$ cat config.mk
export PLATFORM = sky130hd
export DESIGN_NAME = pipe_hazard_ctrl
export DESIGN_NICKNAME = d
export VERILOG_FILES = /design/src/rtl/pipe_hazard_ctrl.sv
export SDC_FILE = /design/constraint.sdc
export NUM_CORES = 1
export LEC_CHECK = 0
export CAP_MARGIN = 25
export CORE_MARGIN = 2
export CORE_UTILIZATION = 36
export DETAILED_ROUTE_END_ITERATION = 7
export GPL_TIMING_DRIVEN = 0
export SYNTH_ARGS = -nofsm -noshare
export SYNTH_HDL_FRONTEND = slang
export SYNTH_SLANG_ARGS = --single-unit
$ cat constraint.sdc
create_clock -name clk -period 2.6 [get_ports clk]
set_input_delay 0.52 -clock clk [delete_from_list [all_inputs] [get_ports clk]]
set_output_delay 0.52 -clock clk [all_outputs]
set_load 0.005 [all_outputs]
$ cat src/rtl/pipe_hazard_ctrl.sv
// ---------------------------------------------------------------------------
// pipe_hazard_ctrl
//
// Central sequencer for the 5-stage pipeline (fetch / decoder / id_exe /
// exe / reg_file). It watches for read-after-write hazards between the
// instruction in decode and the one in execute, and for taken jumps that
// execute resolves. From these it drives the freeze (hold), NOP insert
// (bubble) and squash (flush) controls. It also keeps two saturating debug
// counters of stall and flush events.
//
// Ports:
//   clk          pipeline clock, rising-edge active
//   rst          asynchronous active-high reset
//   id_rs1       rs1 index of the decode instruction
//   id_rs2       rs2 index of the decode instruction
//   id_rs1_used  decode instruction reads rs1
//   id_rs2_used  decode instruction reads rs2
//   ex_rd        destination register of the execute instruction
//   ex_wr_en     execute instruction writes ex_rd
//   jmp_en       execute resolved a taken jump/branch this cycle
//   hold         freeze fetch PC and decoder output register
//   bubble       load a NOP into id_exe on the next edge
//   flush        clear fetch and decoder registers on the next edge
//   state        current FSM state (0 RUN, 1 STALL, 2 FLUSH)
//   stall_cnt    hazard event count, saturating
//   flush_cnt    jump event count, saturating
// ---------------------------------------------------------------------------
module pipe_hazard_ctrl #(
  parameter int STALL_CYCLES = 2,
  parameter int FLUSH_CYCLES = 2,
  parameter int CNT_W        = 16
) (
  input  logic             clk,
  input  logic             rst,
  input  logic [4:0]       id_rs1,
  input  logic [4:0]       id_rs2,
  input  logic             id_rs1_used,
  input  logic             id_rs2_used,
  input  logic [4:0]       ex_rd,
  input  logic             ex_wr_en,
  input  logic             jmp_en,
  output logic             hold,
  output logic             bubble,
  output logic             flush,
  output logic [1:0]       state,
  output logic [CNT_W-1:0] stall_cnt,
  output logic [CNT_W-1:0] flush_cnt
);

  typedef enum logic [1:0] {
    RUN   = 2'd0,
    STALL = 2'd1,
    FLUSH = 2'd2
  } state_t;

  // The detection cycle is itself the first cycle of hold/flush, so the
  // down-counter only has to cover the remaining cycles.
  localparam logic [3:0] STALL_LOAD = 4'(STALL_CYCLES - 1);
  localparam logic [3:0] FLUSH_LOAD = 4'(FLUSH_CYCLES - 1);

  localparam logic [CNT_W-1:0] CNT_MAX = {CNT_W{1'b1}};

  state_t     cur_state;
  state_t     nxt_state;
  logic [3:0] cnt;
  logic [3:0] cnt_nxt;
  logic       haz;
  logic       hold_c;
  logic       bubble_c;
  logic       flush_c;
  logic       stall_ev;
  logic       flush_ev;

  // Register x0 is hard-wired to zero, so a write to it never creates a
  // dependency.
  assign haz = ex_wr_en && (ex_rd != 5'd0) &&
               ((id_rs1_used && (id_rs1 == ex_rd)) ||
                (id_rs2_used && (id_rs2 == ex_rd)));

  // Next-state and control decode. A taken jump wins in every state: it
  // squashes whatever decode holds, which also makes any pending stall moot.
  always_comb begin
    nxt_state = cur_state;
    cnt_nxt   = cnt;
    hold_c    = 1'b0;
    bubble_c  = 1'b0;
    flush_c   = 1'b0;
    stall_ev  = 1'b0;
    flush_ev  = 1'b0;

    if (cur_state != RUN && cur_state != STALL && cur_state != FLUSH) begin
      nxt_state = RUN;
      cnt_nxt   = 4'd0;
    end else if (jmp_en) begin
      flush_c  = 1'b1;
      flush_ev = 1'b1;
      if (FLUSH_LOAD != 4'd0) begin
        nxt_state = FLUSH;
        cnt_nxt   = FLUSH_LOAD;
      end else begin
        nxt_state = RUN;
        cnt_nxt   = 4'd0;
      end
    end else begin
      case (cur_state)
        RUN: begin
          if (haz) begin
            hold_c   = 1'b1;
            bubble_c = 1'b1;
            stall_ev = 1'b1;
            if (STALL_LOAD != 4'd0) begin
              nxt_state = STALL;
              cnt_nxt   = STALL_LOAD;
            end
          end
        end
        STALL: begin
          hold_c   = 1'b1;
          bubble_c = 1'b1;
          if (cnt <= 4'd1) begin
            nxt_state = RUN;
            cnt_nxt   = 4'd0;
          end else begin
            cnt_nxt = cnt - 4'd1;
          end
        end
        FLUSH: begin
          flush_c = 1'b1;
          if (cnt <= 4'd1) begin
            nxt_state = RUN;
            cnt_nxt   = 4'd0;
          end else begin
            cnt_nxt = cnt - 4'd1;
          end
        end
        default: begin
          nxt_state = RUN;
          cnt_nxt   = 4'd0;
        end
      endcase
    end
  end

  // Controls are combinational, so they are masked during reset to keep a
  // stray jmp_en or hazard from reaching the pipeline while it is cleared.
  assign hold   = hold_c   & ~rst;
  assign bubble = bubble_c & ~rst;
  assign flush  = flush_c  & ~rst;
  assign state  = cur_state;

  // FSM state and down-counter register.
  always_ff @(posedge clk or posedge rst) begin
    if (rst) begin
      cur_state <= RUN;
      cnt       <= 4'd0;
    end else begin
      cur_state <= nxt_state;
      cnt       <= cnt_nxt;
    end
  end

  // Debug event counters stick at all-ones rather than wrapping.
  always_ff @(posedge clk or posedge rst) begin
    if (rst) begin
      stall_cnt <= '0;
      flush_cnt <= '0;
    end else begin
      if (stall_ev && stall_cnt != CNT_MAX) begin
        stall_cnt <= stall_cnt + 1'b1;
      end
      if (flush_ev && flush_cnt != CNT_MAX) begin
        flush_cnt <= flush_cnt + 1'b1;
      end
    end
  end

endmodule

After elaboration in Yosys (flattened, before gate mapping)
Index checks and enable logic that the tools add are counted.
Storage, ports and cells
  register bits: 38
  latch bits: 0
  bits in writable memories: 0
  memory bits (read-only): 0
  input bits: 21
  output and inout port bits: 37
  word-level logic and storage cells: 57
  memories: 0
Cells by class
  $add $sub $neg: 3
  $mul: 0
  div/mod/pow operators: 0
  $lt $le $gt $ge: 1
  eq/ne operators: 10
  shift operators: 0
  multiplexer cells: 22
  bitwise logic cells: 3
  reductions and logical operators: 14
Operators by type and width (count)
  $add A16 B1 Y16 const B: 2
  $ne A16 B16 Y1 const B: 2
  $mux W4: 4
  $mux W1: 11
  $eq A5 B5 Y1: 2
  $logic_and A1 B1 Y1: 8
  $mux W2: 4
  $pmux W4 S2: 1
  $reduce_bool A5 Y1: 1
  $le A4 B1 Y1 const B: 1
  $ne A4 B1 Y1 const B: 1
  $ne A4 B4 Y1 const B: 1
  $pmux W2 S2: 1
  $sub A4 B1 Y4 const B: 1
  $and A1 B1 Y1: 2
  $eq A2 B1 Y1 const B: 1
  $eq A2 B2 Y1 const B: 1
  $logic_not A2 Y1: 1
  $ne A2 B1 Y1 const B: 1
  $ne A2 B2 Y1 const B: 1
  $pmux W1 S2: 1
  $reduce_and A2 Y1: 1
  $reduce_bool A2 Y1: 1
  $reduce_or A2 Y1: 1
  2 further kinds: 2

Depth between registers and ports, before layout
Gate-level depths: netlist of run 1.
  depth after elaboration: 9
  gate-level depth with buffers: 7
  gate-level depth less buffers: 7

Worst setup path after synthesis of run 1
Ideal clock, no wire load.
  path type: input to output
  start point: in ex_rd[1]
  end point: out hold
  arrival time: 1.836 ns
  required time: 2.080 ns
  path slack: 0.244 ns
  stages: 6
  path buffers: 2
  cell sequence: or4_4 -> o2111ai_2 -> buf_6 -> o21ai_0 -> and2_1 -> buf_4
Between the ends
  word-level cells in the longest chain between the ends: 9
  elaborated cells on any way between the ends: 13
  those cells by class: eq/ne: 2; mux: 4; bitwise: 1; reduce/logical: 6
Ends and longest elaborated chain
  start: declaration: line 39  | input logic [4:0] ex_rd,
  $eq A5 B5 Y1 (on tied branches): line 77, 78
  $logic_and A1 B1 Y1 (on tied branches): line 77, 78
  $logic_or A1 B1 Y1: line 77  | ((id_rs1_used && (id_rs1 == ex_rd)) ||
  $logic_and A1 B1 Y1 (*): line 76  | assign haz = ex_wr_en && (ex_rd != 5'd0) &&
  $mux W1 (*)
  $pmux W1 S2 (*)
  $mux W1 (*) (2 in a row)
  $and A1 B1 Y1 (*)
  end: declaration: line 42  | output logic hold,
Mark *: on every way between the ends. The rest lies on a longest branch, timed or not.

Worst setup path in the final report of run 1
  start point: in ex_rd[1]
  end point: out hold
Between the ends
  word-level cells in the longest chain between the ends: 9
  elaborated cells on any way between the ends: 13
  those cells by class: eq/ne: 2; mux: 4; bitwise: 1; reduce/logical: 6
Ends and longest elaborated chain
  $eq A5 B5 Y1 (on tied branches): line 77, 78
  $logic_and A1 B1 Y1 (on tied branches): line 77, 78
  $logic_or A1 B1 Y1: line 77
  $logic_and A1 B1 Y1 (*): line 76
  $mux W1 (*): line 107  | if (haz) begin
  $pmux W1 S2 (*): line 105  | case (cur_state)
  $mux W1 (*): line 94  | end else if (jmp_en) begin
  $mux W1 (*): line 91  | if (cur_state != RUN && cur_state != STALL && cur_state != FLUSH) begin
  $and A1 B1 Y1 (*): line 146  | assign hold = hold_c & ~rst;
Marks and branches as above.

==> results of run 1 <==
[registers in the layout, indices dropped and copies added (netlist names)]
name and cells:
cnt 4, flush_cnt 16, state 2, stall_cnt 16
[power by group]
part	total, mW	internal, mW	switching [mW]
logic	0.404	0.238	0.166
registers	0.741	0.658	0.0837
clock network	0.605	0.384	0.221
total	1.75	1.28	0.471
[cell usage after synthesis (2+ instances only)]
| cell type | count | share of area |
|---|---|---|
| a21oi_1 | 6 | 0.014 |
| a311oi_1 | 2 | 0.0081 |
| and2_1 | 2 | 0.0058 |
| and3_1 | 7 | 0.020 |
| and4_1 | 3 | 0.012 |
| buf_6 | 2 | 0.010 |
| dfrtp_1 | 38 | 0.44 |
| ha_1 | 7 | 0.040 |
| inv_1 | 9 | 0.016 |
| mux2_2 | 3 | 0.016 |
| nand2_1 | 16 | 0.028 |
| nand2b_1 | 2 | 0.0058 |
| nand3_1 | 14 | 0.032 |
| nand4_1 | 8 | 0.023 |
| nor2_1 | 15 | 0.026 |
| nor2b_1 | 2 | 0.0058 |
| nor3_1 | 7 | 0.016 |
| nor4_1 | 9 | 0.026 |
| o211ai_1 | 5 | 0.017 |
| o21a_1 | 2 | 0.0069 |
| o21ai_0 | 2 | 0.0046 |
| o311ai_0 | 2 | 0.0081 |
| or2_2 | 2 | 0.0058 |
| or4_1 | 2 | 0.0069 |
| xnor2_1 | 19 | 0.077 |
| xor2_1 | 19 | 0.077 |
[per-stage QoR]
step	util	TNS, ps	setup WS, ps	hold slack (ps)	instances
6_report	0.536	0	63.7	495	374
5_1_grt	0.536	-17.2	-17.2	531	374
4_1_cts	0.533	0	26.5	499	372
3_5_place_dp	0.484	-1720	-900	483	349
3_3_place_gp	0.484	-1830	-937	476	349
2_1_floorplan	-	0	244	477	217
[timing repair]
action / 4_1_cts / 5_1_grt
setup endpoints to repair: 2 / 10
pin swaps: 9 / 7
setup buffers: 16 / 3
gates resized for setup: 39 / 3
[cells by family (layout without fill, tap and decap cells)]
group	count (synthesis)	after routing	share of synthesized area
and+or+nand+nor	92	92	0.226
muxes	4	4	0.0202
DFF	38	38	0.439
adders and majority gates	7	7	0.0405
xor gates and xnor gates	38	38	0.154
AOI/OAI and AO/OA	26	26	0.0908
buffers and inverters	12	94	0.0295
[layer usage]
layer | global-route usage | vias up
li1 | - | 949
met1 | 0.247 | 910
met2 | 0.260 | 38
met3 | 0.0352 | 5
met4 | 0.0508 | 0
met5 | 0 | -
[worst max-delay path, delay by kind of cell]
kind                   cells  cell delay (ps)
AOI/OAI and AO/OA          2              290
and+or+nand+nor            2              600
buffers and inverters      4              600
[final timing paths]
kind / cells past startpoint / startpoint / slack (ps) / endpoint
min in group asynchronous: 2 / rst / 620 / flush_cnt[8]
setup reg to reg: 7 / cnt[0] / 440 / cnt[2]
setup / recovery: 8 / ex_rd[1] / 60 / hold
max in group asynchronous: 2 / rst / 1630 / stall_cnt[11]
hold reg to reg: 1 / stall_cnt[11] / 490 / stall_cnt[11]
hold / removal: 1 / stall_cnt[11] / 490 / stall_cnt[11]
[placed cells by master (no fill, tap or decap), types with 3 or more instances in the layout]
cell type,n
buf_2,3
dlygate4sd2_1,6
nand3_1,14
o211ai_1,5
nand4_1,8
ha_1,7
xnor2_1,18
nor4_1,9
xor2_1,19
nand2_1,16
buf_4,19
clkbuf_8,5
a21oi_1,5
and3_1,7
dfrtp_1,38
nor3_1,7
and4_1,3
inv_1,8
clkdlybuf4s50_1,45
nor2_1,14
[final cells by class]
class                      count  area share
sequential                    38       0.303
tap                           75      0.0299
inverter                       9      0.0116
multi-input combinational    167       0.389
clock buffer                   5      0.0219
clock inverter                 3      0.0219
buffer                         2     0.00598
timing repair buffer          75       0.217
==> results.json, run 1 <==
{
  "status": "finished, final reports clean",
  "endpoint_kind": "primary output",
  "cp_data_arrival_time_ps": 2020,
  "register_area_um2": 951,
  "wirelength_um": 5270,
  "cap_violations": 0,
  "avgViaCountPerCell": 5.09,
  "cts.hold.buffers_added": 0,
  "clk_pin_slew_ps": 70,
  "start_util": 0.370,
  "fin_area_mm2": 0.00314,
  "finalCritPeriodShare": 0.976,
  "start_kind": "input port",
  "num-fill-cells": 544,
  "finalSetupViolations": 0,
  "fmax_ghz": 0.394,
  "numClockSinks": 38,
  "required_ps": 2080,
  "power_mw": 1.75,
  "drt-met1-wl_um": 2590,
  "root_buffer": "clkbuf_8",
  "grt_max_degree": 40,
  "synthFlopType": "dfrtp_1",
  "num_vias": 1902,
  "clock_latency_ps": 300,
  "yosys_warnings": 0,
  "cts_tree": "built",
  "overflow": 0,
  "slew_headroom": 0.354,
  "tightest_slew_ps": 954,
  "h-tree-depth": 2,
  "yosys_register_bits": 38,
  "fin_skew_ps": 8.43,
  "synthCells": 217,
  "placed_cell_area_mm2": 0.00283,
  "path_max_fanout": 3,
  "drv_slew": 0,
  "area_growth_pct": 45.0,
  "num_rows": 28,
  "dieWidth_um": 81.5,
  "antenna_found_initial": 0,
  "numCtsBuffers": 5,
  "hpwl_um": 3690,
  "layout.nets": 326,
  "remaining_drc_errors": 0,
  "die-area_mm2": 0.00665,
  "wl_met2_um": 2350,
  "hold_class": "reg -> reg",
  "gp_congestion": 0.767,
  "grt.total_usage": 0.171,
  "slowest_delay_ps": 450,
  "power_density_mw_per_mm2": 558,
  "syn_area_mm2": 0.00216,
  "io_pins": 58,
  "highest_layer": "met4",
  "drt-pass1-iter-count": 4,
  "clk_path_buf_depth": 2,
  "syn_nets": 245,
  "critPathKind": "in -> out",
  "grt_pass1_wl_um": 8840,
  "multi_input_area_mm2": 0.00122,
  "final-hold-violation-count": 0,
  "syn_avg_cell_area_um2": 9.98,
  "cp_cell_sequence": "clkdlybuf4s15_2 -> or4_4 -> o2111ai_4 -> buf_6 -> o21ai_2 -> and2_4 -> buf_4 -> buf_4",
  "slowest_stage": "or4_4",
  "drt_iter0_markers": 53,
  "wire_per_inst_um": 14.1,
  "p_leak_nw": 1.39,
  "fin_crit_ps": 2540,
  "synth-edff-count": 0,
  "diodes": 0,
  "ys_types": 38,
  "ant_nets": 0,
  "peakVddDrop_uv": 410,
  "grt_pass1_vias": 1832,
  "drive_gt1_frac": 0.167,
  "cpMostUsedCell": "buf_4",
  "core-area_mm2": 0.00585,
  "die_h_um": 81.5,
  "port_buffers": 57,
  "ys_async_sr_fraction": 1.00,
  "seq_area_frac_synth": 0.439,
  "wl_met3_um": 256
}
Power figures use the tool's default switching activity.
==> inputs of run 2 (changes only) <==
- MAX_ROUTING_LAYER: default -> met4
==> run 2 against run 1 <==
Effect of this change:
- worst setup slack about the same
- wire length is essentially flat
- utilization is the same
- final cell count did not move
- register-to-register slack about the same
- critical path depth stayed put
- count of clock-buffer cells in the layout stayed put
- design area unchanged
- power is essentially flat
- non-clock buffer count stayed put
- largest cell class unchanged
==> results.json, run 2 (synthesized netlist as in run 1, its figures left out) <==
{
  "p_switching_mw": 0.472,
  "p_int_mw": 1.28,
  "crit_start": "ex_rd[1]",
  "num_rows": 28,
  "cp_cell_sequence": "clkdlybuf4s15_2 -> or4_4 -> o2111ai_4 -> buf_6 -> o21ai_2 -> and2_4 -> buf_4 -> buf_4",
  "num-fill-cells": 544,
  "cts.hold.buffers_added": 0,
  "numCtsBuffers": 5,
  "gp_congestion": 0.777,
  "path_max_fanout": 3,
  "fmax_ghz": 0.394,
  "hpwl_um": 3690,
  "final-hold-violation-count": 0,
  "cts_tree": "built",
  "hold_class": "reg -> reg",
  "clock_latency_ps": 290,
  "slowest_delay_ps": 450,
  "finalHoldWorstSlack_ps": 495,
  "wirelength_um": 5280,
  "final_common_cell": "clkdlybuf4s50_1",
  "critPathKind": "in -> out",
  "numClockSinks": 38,
  "fin_skew_ps": 8.41,
  "finalSetupViolations": 0,
  "endpoint_kind": "primary output",
  "cap_violations": 0,
  "ant_nets": 0,
  "p_leak_nw": 1.39,
  "power_density_mw_per_mm2": 558,
  "drive_gt1_frac": 0.167,
  "grt_pass1_wl_um": 8840,
  "root_buffer": "clkbuf_8",
  "clk_pin_slew_ps": 70,
  "drv_slew": 0,
  "reg_top3": "flush_cnt x16, stall_cnt x16, cnt x4",
  "p_comb_frac": 0.231,
  "h-tree-depth": 2,
  "avgViaCountPerCell": 5.10,
  "clkPwrFrac": 0.346,
  "cpMostUsedCell": "buf_4",
  "start_kind": "input port",
  "fin_crit_ps": 2540,
  "seqPwrFrac": 0.423,
  "layout.nets": 326,
  "wire_per_inst_um": 14.1,
  "hp-start": "stall_cnt[11]",
  "cp_data_arrival_time_ps": 2020,
  "num_vias": 1908,
  "drt_iter0_markers": 51,
  "dieWidth_um": 81.5,
  "slew_headroom": 0.355,
  "required_ps": 2080,
  "grt.total_usage": 0.177,
  "grt_pass1_vias": 1834,
  "power_mw": 1.75,
  "peakVddDrop_uv": 412,
  "area_growth_pct": 45.0,
  "fin_util": 0.536,
  "rr_startpoint": "cnt[0]",
  "drt-pass1-iter-count": 4,
  "switching_share": 0.269,
  "diodes": 0,
  "tightest_slew_ps": 953,
  "status": "finished, final reports clean",
  "antenna_found_initial": 0,
  "io_pins": 58,
  "final_cell_mix": "clkdlybuf4s50_1, dfrtp_1, xor2_1, buf_4, xnor2_1",
  "overflow": 0,
  "clk_path_buf_depth": 2,
  "port_buffers": 57,
  "finalCritPeriodShare": 0.976,
  "start_util": 0.370,
  "slowest_stage": "or4_4",
  "die_h_um": 81.5,
  "remaining_drc_errors": 0,
  "grt_max_degree": 40,
  "core-area_mm2": 0.00585,
  "die-area_mm2": 0.00665
}
run 2: cell counts in the layout (fill, tap and decap cells not counted):
No cell type changed its count.
run 2: metrics by stage:
| stage | TNS [ps] | worst slack (ps) | std cells | area (µm²) |
|---|---|---|---|---|
| finish | 0 | 63.2 | 374 | 3140 |
| global route | -17.2 | -17.2 | 374 | 3140 |
| global placement | -1830 | -937 | 349 | 2830 |
| detailed placement | -1720 | -900 | 349 | 2830 |
| CTS | 0 | 26.5 | 372 | 3120 |
| floorplan | 0 | 244 | 217 | 2160 |
run 2: power by group through the flow:
| stage | logic, mW | registers [mW] | clock network (mW) |
|---|---|---|---|
| after detailed placement | 0.376 | 0.752 | 0 |
| after CTS | 0.405 | 0.742 | 0.619 |
| final | 0.405 | 0.741 | 0.605 |
| after floorplan | 0.174 | 0.742 | 0 |
| after global placement | 0.373 | 0.751 | 0 |
| after global routing | 0.450 | 0.755 | 0.649 |
run 2: worst paths after layout:
path / end / slack [ps] / depth (start not counted)
hold reg to reg: stall_cnt[11] / 490 / 1
setup / recovery: hold / 60 / 8
hold / removal: stall_cnt[11] / 490 / 1
min in group asynchronous: flush_cnt[8] / 630 / 2
max in group asynchronous: stall_cnt[11] / 1630 / 2
setup reg to reg: cnt[2] / 440 / 7
run 2: what timing repair did:
item | CTS | global route
resized for setup | 39 | 3
setup endpoints to repair | 2 | 10
pin swaps | 9 | 7
cloned | 0 | 0
buffers inserted | 16 | 3
hold endpoints to repair | 0 | 0
run 2: final cells by class:
cell class | instances | area, µm² | area share
multi-input combinational | 167 | 1220 | 0.389
sequential | 38 | 951 | 0.303
timing repair buffer | 75 | 681 | 0.217
tap | 75 | 93.8 | 0.0299
clock buffer | 5 | 68.8 | 0.0219
clock inverter | 3 | 68.8 | 0.0219
inverter | 9 | 36.3 | 0.0116
buffer | 2 | 18.8 | 0.00598
run 2: layer usage:
layer,vias to the layer above,wire length [µm],share of wire,global-route usage
li1,949,-,-,-
met2,39,2360,0.45,0.259
met3,5,230,0.044,0.0330
met4,0,66,0.013,0.0559
met1,915,2620,0.50,0.249
met5,-,0,0,-
run 2: critical path, delay by kind of cell:
kind	cells	cell delay (ps)
buffers and inverters	4	600
AOI/OAI and AO/OA	2	290
and+or+nand+nor	2	600
